$ cat src/rtl/timeset_controller.sv
// timeset_controller
//   Press-and-hold sequencer for clock time-setting. Arbitrates the hour-set
//   and minute-set buttons onto one shared timeset strobe divider and emits
//   one-cycle increment pulses: one immediately on press, then slow
//   auto-repeat, then fast auto-repeat after SLOW_REPEATS slow steps.
//
//   Parameters:
//     SLOW_REPEATS  slow-rate repeat pulses before switching to fast (1..255)
//
//   Ports:
//     i_clk          system clock
//     i_reset_n      synchronous reset, active-low
//     i_en           set-mode enable; low forces IDLE
//     i_set_hr       hour-set button, debounced level, 1=pressed
//     i_set_min      minute-set button, debounced level, 1=pressed
//     i_timeset_stb  one-cycle strobe from the timeset divider
//     o_div_en       divider enable
//     o_div_fast     divider speed select (1 fast, 0 slow)
//     o_div_reset_n  divider sync reset, active-low
//     o_hr_inc       one-cycle hour increment pulse
//     o_min_inc      one-cycle minute increment pulse
//     o_busy         high whenever not IDLE
module timeset_controller #(
    parameter int unsigned SLOW_REPEATS = 4
) (
    input  logic i_clk,
    input  logic i_reset_n,
    input  logic i_en,
    input  logic i_set_hr,
    input  logic i_set_min,
    input  logic i_timeset_stb,
    output logic o_div_en,
    output logic o_div_fast,
    output logic o_div_reset_n,
    output logic o_hr_inc,
    output logic o_min_inc,
    output logic o_busy
);

    localparam int unsigned CNT_W = 8;

    typedef enum logic [1:0] {
        S_IDLE = 2'd0,
        S_SLOW = 2'd1,
        S_FAST = 2'd2
    } state_t;

    typedef enum logic [1:0] {
        OWN_NONE = 2'd0,
        OWN_HR   = 2'd1,
        OWN_MIN  = 2'd2
    } owner_t;

    state_t             r_state;
    owner_t             r_owner;
    logic [CNT_W-1:0]   r_count;
    logic               r_div_en;
    logic               r_div_fast;
    logic               r_div_reset_n;
    logic               r_hr_inc;
    logic               r_min_inc;
    logic               r_busy;

    state_t             w_state;
    owner_t             w_owner;
    logic [CNT_W-1:0]   w_count;
    logic [CNT_W-1:0]   w_count_inc;
    logic               w_pulse;
    logic               w_owner_btn;
    logic               w_stb;

    // Level of the button currently owning the hold
    always_comb begin
        w_owner_btn = 1'b0;
        case (r_owner)
            OWN_HR:  w_owner_btn = i_set_hr;
            OWN_MIN: w_owner_btn = i_set_min;
            default: w_owner_btn = 1'b0;
        endcase
    end

    // A strobe landing right after a pulse is dropped so increments never
    // run back-to-back (only possible right after the immediate press pulse).
    assign w_stb       = i_timeset_stb && !(r_hr_inc || r_min_inc);
    assign w_count_inc = r_count + CNT_W'(1);

    // Next-state and next-output logic
    always_comb begin
        w_state = r_state;
        w_owner = r_owner;
        w_count = r_count;
        w_pulse = 1'b0;

        case (r_state)
            S_IDLE: begin
                w_owner = OWN_NONE;
                w_count = '0;
                if (i_en && i_set_hr) begin
                    w_state = S_SLOW;
                    w_owner = OWN_HR;
                    w_pulse = 1'b1;
                end else if (i_en && i_set_min) begin
                    w_state = S_SLOW;
                    w_owner = OWN_MIN;
                    w_pulse = 1'b1;
                end
            end
            S_SLOW: begin
                if (!i_en || !w_owner_btn) begin
                    w_state = S_IDLE;
                    w_owner = OWN_NONE;
                    w_count = '0;
                end else if (w_stb) begin
                    w_pulse = 1'b1;
                    w_count = w_count_inc;
                    if (w_count_inc == CNT_W'(SLOW_REPEATS)) begin
                        w_state = S_FAST;
                    end
                end
            end
            S_FAST: begin
                if (!i_en || !w_owner_btn) begin
                    w_state = S_IDLE;
                    w_owner = OWN_NONE;
                    w_count = '0;
                end else if (w_stb) begin
                    w_pulse = 1'b1;
                end
            end
            default: begin
                w_state = S_IDLE;
                w_owner = OWN_NONE;
                w_count = '0;
            end
        endcase
    end

    // State and registered outputs; outputs reflect the state being entered
    always_ff @(posedge i_clk) begin
        if (!i_reset_n) begin
            r_state       <= S_IDLE;
            r_owner       <= OWN_NONE;
            r_count       <= '0;
            r_div_en      <= 1'b0;
            r_div_fast    <= 1'b0;
            r_div_reset_n <= 1'b0;
            r_hr_inc      <= 1'b0;
            r_min_inc     <= 1'b0;
            r_busy        <= 1'b0;
        end else begin
            r_state       <= w_state;
            r_owner       <= w_owner;
            r_count       <= w_count;
            r_div_en      <= (w_state != S_IDLE);
            r_div_fast    <= (w_state == S_FAST);
            r_div_reset_n <= (w_state != S_IDLE);
            r_hr_inc      <= w_pulse && (w_owner == OWN_HR);
            r_min_inc     <= w_pulse && (w_owner == OWN_MIN);
            r_busy        <= (w_state != S_IDLE);
        end
    end

    assign o_div_en      = r_div_en;
    assign o_div_fast    = r_div_fast;
    assign o_div_reset_n = r_div_reset_n;
    assign o_hr_inc      = r_hr_inc;
    assign o_min_inc     = r_min_inc;
    assign o_busy        = r_busy;

endmodule
$ cat config.mk
export PLATFORM = sky130hd
export DESIGN_NAME = timeset_controller
export DESIGN_NICKNAME = d
export VERILOG_FILES = /design/src/rtl/timeset_controller.sv
export SDC_FILE = /design/constraint.sdc
export NUM_CORES = 1
export LEC_CHECK = 0
export CAP_MARGIN = 20
export CORE_MARGIN = 3
export CORE_UTILIZATION = 54
export DETAILED_ROUTE_END_ITERATION = 8
export PLACE_DENSITY = 0.77
export SLEW_MARGIN = 10
export SYNTH_ARGS = -nofsm -noshare
export SYNTH_HDL_FRONTEND = slang
export SYNTH_SLANG_ARGS = --single-unit
$ cat constraint.sdc
create_clock -name i_clk -period 2.97 [get_ports i_clk]
set_clock_uncertainty 0.2 [all_clocks]
set_input_delay 0.891 -clock i_clk [delete_from_list [all_inputs] [get_ports i_clk]]
set_output_delay 0.891 -clock i_clk [all_outputs]
set_load 0.02 [all_outputs]
After elaboration in Yosys (flattened, before gate mapping):

Index checks and enable logic that the tools add are counted.

* bits in registers: 16
* bits in latches: 0
* memory bits (writable): 0
* ROM bits: 0
* input bits: 6
* output and inout port bits: 6
* word-level logic and storage cells: 53
* memories: 0

* add/sub/neg operators: 1
* multipliers: 0
* div/mod/pow operators: 0
* magnitude comparators: 0
* equality and inequality tests: 10
* shift-type cells: 0
* multiplexer cells: 21
* bitwise operators: 0
* reductions and logical operators: 14

Operators with widths (count)
* $mux W8: 3
* $mux W2: 9
* $pmux W8 S2: 1
* $add A8 B1 Y8 const B: 1
* $eq A2 B2 Y1 const B: 4
* $eq A8 B3 Y1 const B: 1
* $eq A2 B1 Y1 const B: 3
* $pmux W2 S3: 1
* $logic_and A1 B1 Y1: 5
* $mux W1: 4
* $pmux W1 S2: 2
* $pmux W2 S2: 1
* $logic_not A1 Y1: 3
* $ne A3 B3 Y1 const B: 1
* $logic_not A2 Y1: 1
* $logic_or A1 B1 Y1: 2
* $ne A2 B2 Y1 const B: 1
* $reduce_and A2 Y1: 1
* $reduce_bool A2 Y1: 1
* $reduce_or A2 Y1: 1

Longest topological paths before layout:

* depth in word-level cells: 8
* depth in mapped cells: 8
* mapped depth without buffers: 6

Worst setup path after synthesis:

Ideal clock, no wire load.

* path kind: in2reg
* from: in i_timeset_stb
* to: reg r_count[5]
* arrival time: 2.036 ns
* required time: 2.696 ns
* slack: 0.659 ns
* stages on the path: 4
* path buffers: 0
* cell sequence: or3b_1 > or2_0 > or4_1 > o21ai_0

* longest elaborated chain between the ends: 3

RTL lines
* start: declaration: line 31 `input logic i_timeset_stb,`
* $logic_and A1 B1 Y1: line 84 `assign w_stb = i_timeset_stb && !(r_hr_inc || r_min_inc);`
* $ne A3 B3 Y1 (no line)
* $reduce_and A2 Y1 (no line)
* end signal: assignment: line 153 `r_count <= w_count;`
* end: declaration: line 56 `logic [CNT_W-1:0] r_count;`

Every way passes these cells.
A chain may end at the register's enable or synchronous reset.

Final worst setup path:

* from: in i_timeset_stb
* to: reg r_count[7]

Same word-level chain as after synthesis.

==> metrics.md <==
| Metric | Value |
|---|---|
| Net count of the mapped netlist | roughly 130 |
| Final antenna diode count | 0 |
| Post-synthesis cell count | about 120 |
| DRC violations left | 0 |
| Clock slew at reported path FFs | around 0.09 ns |
| Leakage power | around 0.43 nW |
| Area of the mapped netlist | between 1000 and 1500 um^2 |
| Number of flip-flops and latches in the synthesized netlist | 16 |
| Number of distinct library cells after synthesis | 38 |
| Worst Setup SP | i_timeset_stb |
| Peak supply drop | 0.000324 V |
| Number of violations of the max-capacitance limit | 0 |
| Hold violation total from the final report | 0 |
| Unrepaired setup endpoints after global routing | false |
| Cells along the critical path | clkdlybuf4s50_1, or3b_1, or2_0, or4_1, o21ai_0 |
| Largest net degree at the start of global routing | 10 |
| Max Freq | roughly 0.38 GHz |
| Number of search-and-repair iterations in the first detailed-routing pass | 4 |
| Accumulated negative setup slack | 0 ns |
| Kind of end point of the critical path | flop |
| Clock buffer count from CTS | 3 |
| Cell Rows | 14 |
| Worst slack at placement | around 0.087 ns |
| Clock insertion delay at the later pin of the skew report | around 0.3 ns |
| Htree depth | 1 |
| Residual antenna-violating net count after detailed routing | 0 |
| Hold-fix buffers at CTS | 0 |
| Shortest period the worst path allows | approximately 2.6 ns |
| Std-Cell Core Area | 1630 um^2 |
| Hold Crit Start | r_count[7] |
| Die area | between 2000 and 2500 um^2 |
| Part of the cycle the worst path needs | ~88% |
| Die Y | ~49 um |
| # port buffers | 11 |
| Overall routing resource usage | between 10% and 20% |
| Worst EP arrival | ~2.6 ns |
| Hold Crit Class | reg -> reg |
| Final count of negative-setup-slack endpoints | 0 |
| Worst EP required | 2.99 ns |
| Transition at the pin with the smallest max-transition slack | approximately 0.45 ns |
| Fraction of final layout cells with drive strength greater than 1 | between 10% and 20% |
| Crit Path Class | in -> reg |
| Cell Pwr Density | around 380 nW/um^2 |
| Average cell area after synthesis | 8.54 um^2 |
| EDFF count, synth | 0 |
| Average wire per standard cell | around 14 um |
| Vias in the first global route | 893 |
| Total wire length after detailed routing | around 2200 um |
| Die width | a little under 50 um |
| CTS tree | done |
| Worst Path Max Fanout | 6 |
| Primary flip-flop cell chosen by synthesis mapping | sky130_fd_sc_hd__dfxtp_1 |
| First-pass GRT wire length | 3670 um |
| Routed vias | 980 |
| Sequential-to-total area share from yosys stat | between 30% and 40% |
| Number of antenna violations at the first check in global routing | 0 |
| Startpoint of the most critical register-to-register path | r_state[1] |
| Final Max Slew Viols | 0 |
| Number of nets in the layout | between 100 and 150 |
| Worst-case headroom to the max-slew limit | between 60 and 70% |
| Largest stage delay on the critical path | just under 0.5 ns |
| Sum of overflow across all layers after global routing | 0 |
| Worst hold margin | slightly above 0.3 ns |
| Initial Util | 61.8% |
| Worst Setup Start Kind | input port |
| Sinks on Clock Net | 16 |
| Hpwl dp | 1640 um |
| Violation count after the first detailed-route iteration | 31 |
| Async set-reset flop share out of synthesis | 0% |
| Root Buffer | sky130_fd_sc_hd__clkbuf_4 |
| RD Place Congestion | about 0.90 |
| I/O pin cnt | 12 |
| Synth Warn # | 0 |
| Result of the run | finished clean |
| Slowest cell on crit path | sky130_fd_sc_hd__clkdlybuf4s50_1 |
| PnR worst setup slack | 0.371 ns |
| Area Overhead vs Synth | 17.9% |
| Max Root-Sink Buffers | 2 |
| Number of vias per cell | roughly 6.3 |
| Setup Fix Bufs, Post-CTS | 0 |
| Gates resized, CTS repair | 0 |
-- worst max-delay path, delay by kind of cell --
family	cells	cell delay [ns]
and+or+nand+nor	3	1.16
buffers and inverters	1	0.49
AOI/OAI and AO/OA	1	0.09
-- cells in the final DEF (no fill, tap or decap), types with 5 or more instances in the layout --
master / n
sky130_fd_sc_hd__a21oi_1: 7
sky130_fd_sc_hd__nor2_1: 5
sky130_fd_sc_hd__clkdlybuf4s50_1: 11
sky130_fd_sc_hd__o21ai_0: 5
sky130_fd_sc_hd__buf_4: 5
sky130_fd_sc_hd__nand2_1: 6
sky130_fd_sc_hd__ha_1: 7
sky130_fd_sc_hd__and2_1: 5
sky130_fd_sc_hd__dfxtp_1: 16
-- cells by family (layout without fill, tap and decap cells) --
family,after synthesis,count (layout),share of synthesized area (%)
AO/OA/AOI/OAI,35,35,24.8
adder cells (fa/ha/maj),7,7,8.70
AND/OR/NAND/NOR,49,49,29.8
buffers and inverters,11,24,4.84
flip-flops,16,16,31.8
-- Yosys cell counts, types with 2 or more instances --
cell,instances,area share (%)
sky130_fd_sc_hd__nor2_1,5,1.9
sky130_fd_sc_hd__ha_1,7,8.7
sky130_fd_sc_hd__clkbuf_1,5,1.9
sky130_fd_sc_hd__o21a_1,2,1.5
sky130_fd_sc_hd__a32o_1,3,3.0
sky130_fd_sc_hd__a21oi_1,7,3.5
sky130_fd_sc_hd__and2_1,5,3.1
sky130_fd_sc_hd__a21o_1,3,2.2
sky130_fd_sc_hd__a22oi_1,3,2.2
sky130_fd_sc_hd__nor3b_1,4,3.0
sky130_fd_sc_hd__nand3_1,4,2.0
sky130_fd_sc_hd__nand2_1,6,2.2
sky130_fd_sc_hd__nor3_1,4,2.0
sky130_fd_sc_hd__dfxtp_1,16,32
sky130_fd_sc_hd__nand2b_1,2,1.2
sky130_fd_sc_hd__a22o_1,2,1.7
sky130_fd_sc_hd__o21ai_0,5,2.5
sky130_fd_sc_hd__inv_1,4,1.5
sky130_fd_sc_hd__buf_4,2,1.5
sky130_fd_sc_hd__a31oi_1,3,1.9
sky130_fd_sc_hd__and3_1,3,1.9
sky130_fd_sc_hd__or4_1,4,3.0
sky130_fd_sc_hd__nand4_1,3,1.9
sky130_fd_sc_hd__or4_4,2,2.2
-- final timing paths --
kind | endpoint | slack [ns] | cells past startpoint
worst max-delay path | r_count[7] | 0.37 | 5
worst min-delay path | r_count[7] | 0.31 | 2
worst max register to register | o_busy | 0.65 | 7
worst min register to register | r_count[7] | 0.31 | 2
-- state kept, by name, indices dropped and copies added (netlist names) --
name,flops
o_hr_inc,1
r_count,8
o_min_inc,1
r_state,2
r_owner,2
o_div_fast,1
o_busy,1
-- metal layers --
metal | vias to the layer above | share of wire [%] | track usage, %
met2 | 32 | 46 | 29.2
met3 | 5 | 6.8 | 5.81
met5 | - | 0 | 0
met1 | 469 | 46 | 24.8
met4 | 0 | 1.6 | 9.95
li1 | 474 | - | -
-- power breakdown --
part | internal [mW] | switching (mW)
Sequential | 0.218 | 0.00291
Clock | 0.0749 | 0.0706
Combinational | 0.0370 | 0.0420
Total | 0.330 | 0.115
-- cell type report --
cell class | instances | area (um^2)
tap | 24 | 30.0
clock buffer | 4 | 36.3
timing repair buffer | 16 | 148
sequential | 16 | 320
fill | 146 | 442
inverter | 4 | 15.0
multi-input combinational | 91 | 638
-- stage by stage --
step	power (mW)	area (um^2)	instances	utilization, %
global placement	0.302	1150	151	70.7
global route	0.473	1190	155	72.9
finish	0.445	1190	155	72.9
floorplan	0.277	1010	118	-
CTS	0.450	1190	155	72.9
detailed placement	0.304	1150	151	70.7
Note: power is estimated with default switching activity, not from simulation.
